## src/rtl/proc_pkg.sv

```systemverilog
// -----------------------------------------------------------------------------
// proc_pkg
// Shared types and constants for the decode-side scoreboard / bypass network.
//   MAX_AW / MAX_RW / MAX_SW : storage widths of scoreboard fields (cover up to
//                              256 registers and 16 tracked stages)
//   AW / SW                  : address / bypass-select widths of the default
//                              32-register, 3-stage configuration
//   sb_entry_t               : one scoreboard entry {valid, dst, rdy_stage}
//   byp_sel_t / BYP_RF       : bypass select encoding, 0 = register file
// -----------------------------------------------------------------------------
package proc_pkg;

  localparam int MAX_AW = 8;
  localparam int MAX_RW = 4;
  localparam int MAX_SW = 5;

  localparam int AW = 5;
  localparam int SW = 2;

  typedef logic [MAX_SW-1:0] byp_sel_t;

  // Select value meaning "operand comes from the register file".
  localparam byp_sel_t BYP_RF = '0;

  typedef struct packed {
    logic              valid;
    logic [MAX_AW-1:0] dst;
    logic [MAX_RW-1:0] rdy_stage;
  } sb_entry_t;

endpackage

```

## src/rtl/proc_regfile_nr1w.sv

```systemverilog
// -----------------------------------------------------------------------------
// proc_regfile_nr1w
// Architectural register file with p_nsrc combinational read ports and one
// write port. x0 always reads 0 and is never written. A read of the register
// being written at the same edge returns the incoming value (write-through),
// so decode never sees a stale value during the retire cycle.
// Ports:
//   clk, reset         clock, asynchronous active-high reset (clears all regs)
//   rd_addr / rd_data  packed read addresses / read data, one slot per port
//   we, waddr, wdata   write port
// -----------------------------------------------------------------------------
module proc_regfile_nr1w #(
  parameter int p_nregs      = 32,
  parameter int p_nsrc       = 2,
  parameter int p_data_nbits = 32,
  localparam int aw = $clog2(p_nregs),
  localparam int dw = p_data_nbits
) (
  input  logic                   clk,
  input  logic                   reset,
  input  logic [p_nsrc*aw-1:0]   rd_addr,
  output logic [p_nsrc*dw-1:0]   rd_data,
  input  logic                   we,
  input  logic [aw-1:0]          waddr,
  input  logic [dw-1:0]          wdata
);

  logic [dw-1:0] rf_reg [p_nregs];

  always_ff @(posedge clk or posedge reset) begin
    if (reset) begin
      for (int r = 0; r < p_nregs; r++) begin
        rf_reg[r] <= '0;
      end
    end else if (we && (waddr != '0)) begin
      rf_reg[waddr] <= wdata;
    end
  end

  for (genvar gi = 0; gi < p_nsrc; gi++) begin : g_rd
    logic [aw-1:0] raddr;
    logic [dw-1:0] rdata;

    assign raddr = rd_addr[gi*aw +: aw];

    always_comb begin
      rdata = rf_reg[raddr];
      if (raddr == '0) begin
        rdata = '0;
      end else if (we && (waddr == raddr)) begin
        rdata = wdata;
      end
    end

    assign rd_data[gi*dw +: dw] = rdata;
  end

endmodule

```

## src/rtl/proc_bypass_scoreboard_rf.sv

```systemverilog
// -----------------------------------------------------------------------------
// proc_bypass_scoreboard_rf
// Register file, pending-write scoreboard and bypass network beside decode.
// Entry k describes the instruction currently in post-decode stage k
// (0 = X, 1 = M, ..., p_depth-1 writes the register file). For each decode
// source the youngest matching in-flight writer is found; if its result is
// already present in that stage the value is bypassed, otherwise decode stalls.
// Ports:
//   clk, reset             clock, asynchronous active-high reset
//   d_src_en / d_src_addr  decode source enables / addresses (packed per port)
//   d_dst_en / d_dst_addr  decode destination
//   d_rdy_stage            first stage whose stage_data carries the result
//   d_fire                 decode instruction enters X at this edge
//   advance                pipeline shifts at this edge (0 = all stages hold)
//   squash                 kill the entry in stage k at this edge
//   stage_data             result value present in each stage (packed)
//   stall_d                decode must not fire
//   src_data / byp_sel     bypassed operands / source select (0 = RF, k+1 = stage k)
//   stall_cycles           saturating count of cycles with stall_d = 1
// -----------------------------------------------------------------------------
module proc_bypass_scoreboard_rf
  import proc_pkg::*;
#(
  parameter int p_nregs      = 1 << AW,
  parameter int p_nsrc       = 2,
  parameter int p_depth      = (1 << SW) - 1,
  parameter int p_data_nbits = 32,
  localparam int aw = $clog2(p_nregs),
  localparam int rw = (p_depth > 1) ? $clog2(p_depth) : 1,
  localparam int sw = $clog2(p_depth + 1),
  localparam int dw = p_data_nbits
) (
  input  logic                      clk,
  input  logic                      reset,
  input  logic [p_nsrc-1:0]         d_src_en,
  input  logic [p_nsrc*aw-1:0]      d_src_addr,
  input  logic                      d_dst_en,
  input  logic [aw-1:0]             d_dst_addr,
  input  logic [rw-1:0]             d_rdy_stage,
  input  logic                      d_fire,
  input  logic                      advance,
  input  logic [p_depth-1:0]        squash,
  input  logic [p_depth*dw-1:0]     stage_data,
  output logic                      stall_d,
  output logic [p_nsrc*dw-1:0]      src_data,
  output logic [p_nsrc*sw-1:0]      byp_sel,
  output logic [31:0]               stall_cycles
);

  localparam int last = p_depth - 1;

  sb_entry_t     sb_reg  [p_depth];
  sb_entry_t     sb_next [p_depth];
  logic [dw-1:0] stage_val [p_depth];
  logic [p_nsrc-1:0] stall_vec;
  logic              accept;

  logic [p_nsrc*dw-1:0] rf_rd_data;
  logic                 rf_we;
  logic [aw-1:0]        rf_waddr;
  logic [dw-1:0]        rf_wdata;

  for (genvar gi = 0; gi < p_depth; gi++) begin : g_stage
    assign stage_val[gi] = stage_data[gi*dw +: dw];
  end

  // ---------------------------------------------------------------------------
  // Register file; the oldest tracked stage retires into it.
  // ---------------------------------------------------------------------------
  assign rf_we    = advance && sb_reg[last].valid && !squash[last];
  assign rf_waddr = sb_reg[last].dst[aw-1:0];
  assign rf_wdata = stage_val[last];

  proc_regfile_nr1w #(
    .p_nregs      (p_nregs),
    .p_nsrc       (p_nsrc),
    .p_data_nbits (p_data_nbits)
  ) u_rf (
    .clk     (clk),
    .reset   (reset),
    .rd_addr (d_src_addr),
    .rd_data (rf_rd_data),
    .we      (rf_we),
    .waddr   (rf_waddr),
    .wdata   (rf_wdata)
  );

  // ---------------------------------------------------------------------------
  // Per-source dependency check and bypass mux.
  // ---------------------------------------------------------------------------
  for (genvar gi = 0; gi < p_nsrc; gi++) begin : g_src
    logic [aw-1:0] addr;
    logic          active;
    logic          hit;
    logic          hit_ready;
    logic [sw-1:0] hit_sel;
    logic [dw-1:0] hit_data;
    logic          stall_src;
    logic [sw-1:0] sel;
    logic [dw-1:0] data;

    assign addr = d_src_addr[gi*aw +: aw];

    always_comb begin
      active    = d_src_en[gi] && (addr != '0);
      hit       = 1'b0;
      hit_ready = 1'b0;
      hit_sel   = sw'(BYP_RF);
      hit_data  = '0;
      // Scan oldest to youngest so the youngest match overwrites the rest.
      for (int k = p_depth - 1; k >= 0; k--) begin
        if (sb_reg[k].valid && (sb_reg[k].dst == MAX_AW'(addr))) begin
          hit       = 1'b1;
          hit_ready = (k >= int'(sb_reg[k].rdy_stage));
          hit_sel   = sw'(k + 1);
          hit_data  = stage_val[k];
        end
      end

      stall_src = 1'b0;
      sel       = sw'(BYP_RF);
      data      = '0;
      if (active) begin
        if (!hit) begin
          data = rf_rd_data[gi*dw +: dw];
        end else if (hit_ready) begin
          sel  = hit_sel;
          data = hit_data;
        end else begin
          stall_src = 1'b1;
        end
      end
    end

    assign stall_vec[gi]            = stall_src;
    assign byp_sel[gi*sw +: sw]     = sel;
    assign src_data[gi*dw +: dw]    = data;
  end

  assign stall_d = |stall_vec;

  // ---------------------------------------------------------------------------
  // Scoreboard shift / hold / squash.
  // ---------------------------------------------------------------------------
  always_comb begin
    accept = advance && d_fire && !stall_d;
    for (int k = 0; k < p_depth; k++) begin
      sb_next[k] = sb_reg[k];
    end

    if (advance) begin
      // A squash on an entry kills it as it moves; the new X entry is never
      // affected by squash[0], which refers to the instruction leaving X.
      sb_next[0] = '0;
      if (accept) begin
        sb_next[0].valid     = d_dst_en && (d_dst_addr != '0);
        sb_next[0].dst       = MAX_AW'(d_dst_addr);
        sb_next[0].rdy_stage = MAX_RW'(d_rdy_stage);
      end
      for (int k = 1; k < p_depth; k++) begin
        sb_next[k] = sb_reg[k-1];
        if (squash[k-1]) begin
          sb_next[k].valid = 1'b0;
        end
      end
    end else begin
      for (int k = 0; k < p_depth; k++) begin
        if (squash[k]) begin
          sb_next[k].valid = 1'b0;
        end
      end
    end
  end

  always_ff @(posedge clk or posedge reset) begin
    if (reset) begin
      for (int k = 0; k < p_depth; k++) begin
        sb_reg[k] <= '0;
      end
      stall_cycles <= '0;
    end else begin
      for (int k = 0; k < p_depth; k++) begin
        sb_reg[k] <= sb_next[k];
      end
      if (stall_d && (stall_cycles != 32'hFFFF_FFFF)) begin
        stall_cycles <= stall_cycles + 32'd1;
      end
    end
  end

endmodule

```

## config.mk

```make
export PLATFORM = sky130hd
export DESIGN_NAME = proc_bypass_scoreboard_rf
export DESIGN_NICKNAME = d
export VERILOG_FILES = /design/src/rtl/proc_pkg.sv /design/src/rtl/proc_regfile_nr1w.sv /design/src/rtl/proc_bypass_scoreboard_rf.sv
export SDC_FILE = /design/constraint.sdc
export NUM_CORES = 2
export LEC_CHECK = 0
export CORE_UTILIZATION = 49
export DETAILED_ROUTE_END_ITERATION = 6
export PLACE_DENSITY = 0.71
export SLEW_MARGIN = 10
export SYNTH_ARGS = -nofsm -noshare
export SYNTH_HDL_FRONTEND = slang
export SYNTH_HIERARCHICAL = 1
export SYNTH_SLANG_ARGS = --single-unit
export TNS_END_PERCENT = 5
```

## constraint.sdc

```tcl
create_clock -name clk -period 36.3 [get_ports clk]
set_input_delay 5.445 -clock clk [delete_from_list [all_inputs] [get_ports clk]]
set_output_delay 5.445 -clock clk [all_outputs]
set_load 0.03 [all_outputs]
```

==> metrics <==
Clk pwr share=0.452; failing checks=design-rule violations; Skew-Pair Late Insertion Delay=710 ps; Synth top cells by count=dfrtp_1, mux2_2, mux4_2, mux2i_1, clkbuf_1; Max-Cap Viols=0; Max Slew Vio Count=0; post-CTS setup buffer count=0; Port Buffers=223; Longest Clk Path Bufs=3; Netlist cell types=75; min Tclk post-route=16380 ps; largest net degree at the start of global routing=188; Worst-path clk slew=60 ps; top_reg_cell synth=dfrtp_1; post-route ant nets=0; RR Endpoint=u_rf/rf_reg[112]; RSZ-0062 raised after global routing=false; Post-Syn Nets=4611; Avg WL per Cell=33.6 um; Syn Area/Cell=13.4 um^2; Syn Inst Count=4487; Core Rows=128; Root Driver=clkbuf_16; vias in the first global route=42894; Die Wd=353 um; DP HPWL=119000 um; gr ovfl total=0; status=complete, but fails checks; CTS Hold Bufs=0; top cell type by total area after synthesis=dfrtp_1; Slew @ Worst Pin=1370 ps; Worst Path Required=30850 ps; worst hold path depth=0; post-synthesis instance area=60300 um^2; worst r2r src=sb_reg[12]; global-route wire length before repair=304000 um; Pwr Density=39.8 nW/um^2; initial antenna violation count=7; critical-path maximum fanout=19; Initial Util=0.494; total global-route track usage=0.332; drt first pass iters=7; Ports=224; final core occ=0.553; Die H=353 um; Post-synth ARST share=1.00; TritonCTS clock tree=built; placement-stage cell area=63500 um^2; area of the core=122000 um^2; number of nets in the layout=4609; sequential share of the synthesized area=0.449; most common cell in the netlist=dfrtp_1; sequential share of power=0.457; total die area=124000 um^2; Area Growth Syn to Fin=11.8%; Rel. slew slack=0.0871; Post-synth EDFFs=0; routability-driven placement congestion ratio=0.866; yosys warns=6; DRC violations left=7; layout cell share with drive strength beyond 1=0.410; Critical Setup Path Class=in -> out; crit path capture=src_data[47]; Worst Reg-to-Reg Cells=6; vias=43671; clock sink count=1080; top post-synthesis cells by area=dfrtp_1, mux2_2, mux4_2; Hold Path Class=reg -> reg; total CTS buffers=113; CTS H-tree lvls=3; CP startpoint=advance; Final Power=2.68 mW; fmax=61.0 MHz; final WL=208000 um; Setup WS post-layout=19920 ps; crit path DAT=10940 ps; Pleak=30.5 nW; Yosys reg bits=1080; drt first-iter violations=5530; Worst VDD drop=0.0359 mV; Design Area, Final=67400 um^2; Fill cells=9797; worst reg-to-reg setup slack=32480 ps; drt via density=7.04; Fin. Hold Viols=0; top cell type's share of synthesized area=0.449; switching power=0.675 mW; switching share of power=0.251; Post-CTS Resized=0; setup TNS=0 ps; critical path launch point type=input port; pre-CTS setup slack=20020 ps; Setup Viol. Count Final=0; Comb pwr share=0.092; final period utilization=0.451; element type at the critical path end=primary output; Final Skew=22.1 ps; max reg flops=1024; P_int=2.01 mW
==> cell type report <==
cell class,instances,area (um^2),area share
Timing Repair Buffer,364,3350,0.0498
Sequential cell,1080,27000,0.401
Multi-Input combinational cell,2915,31100,0.461
Inverter,11,48.8,0.000724
Tap cell,1625,2030,0.0302
Clock buffer,164,3350,0.0498
Clock inverter,39,499,0.00741
Antenna cell,3,7.51,0.000111
==> cell usage in the layout, fill, tap and decap left out, types with 66 or more instances in the layout <==
cell type        instances
mux2i_1                241
clkbuf_16              116
clkdlybuf4s50_1        213
a22oi_1                130
o21ai_0                 88
a21oi_1                107
mux2_2                1041
nand2_1                174
nor2_1                 130
nor3_1                  66
mux4_2                 402
buf_4                  138
dfrtp_1               1080
==> how the worst min path moves through the flow <==
stage,endpoint,from,slack [ps]
after floorplan,u_rf/rf_reg[1001],u_rf/rf_reg[1001],440
after global placement,u_rf/rf_reg[1019],u_rf/rf_reg[1019],380
after detailed placement,u_rf/rf_reg[1006],u_rf/rf_reg[1006],380
after CTS,u_rf/rf_reg[1007],u_rf/rf_reg[1007],400
after global routing,u_rf/rf_reg[1020],u_rf/rf_reg[1020],410
final,u_rf/rf_reg[1006],u_rf/rf_reg[1006],390
==> kinds of logic (layout without fill, tap and decap cells) <==
kind of cell / Yosys count / after routing / share of synthesized area
muxes: 1684 / 1684 / 0.385
DFF: 1080 / 1080 / 0.449
AOI/OAI and AO/OA: 591 / 591 / 0.0694
and+or+nand+nor: 568 / 568 / 0.0458
buffers and inverters: 492 / 578 / 0.0409
xor gates and xnor gates: 71 / 71 / 0.0103
adders and majority gates: 1 / 1 / 0.000208
other: 0 / 3 / 0
==> critical path: stages <==
cell,delay (ps)
clkdlybuf4s50_1,1000
clkinv_1,460
nor2_1,690
nand4_1,180
buf_4,350
nor2_2,1100
buf_4,430
nand2_1,110
o211ai_1,180
nand2_1,100
o21ai_0,140
clkdlybuf4s50_1,720
==> per-stage QoR <==
stage | hold slack (ps) | cells
3_3_place_gp | 377 | 5995
3_5_place_dp | 383 | 5995
4_1_cts | 396 | 6198
2_1_floorplan | 441 | 4487
6_report | 394 | 6201
5_1_grt | 406 | 6198
==> layer usage <==
| metal | track usage | up-vias | wire length (um) |
|---|---|---|---|
| li1 | - | 17136 | - |
| met1 | 0.451 | 23082 | 80100 |
| met2 | 0.489 | 2816 | 92300 |
| met3 | 0.0949 | 627 | 24400 |
| met4 | 0.161 | 10 | 11300 |
| met5 | 0 | - | 172 |
==> power groups by stage <==
stage          registers, mW  clock network [mW]  logic, mW
2_1_floorplan           1.25                   0      0.151
3_3_place_gp            1.25                   0      0.240
3_5_place_dp            1.25                   0      0.241
4_1_cts                 1.23                1.22      0.242
5_1_grt                 1.23                1.27      0.258
6_report                1.23                1.21      0.246
Power figures use the tool's default switching activity.
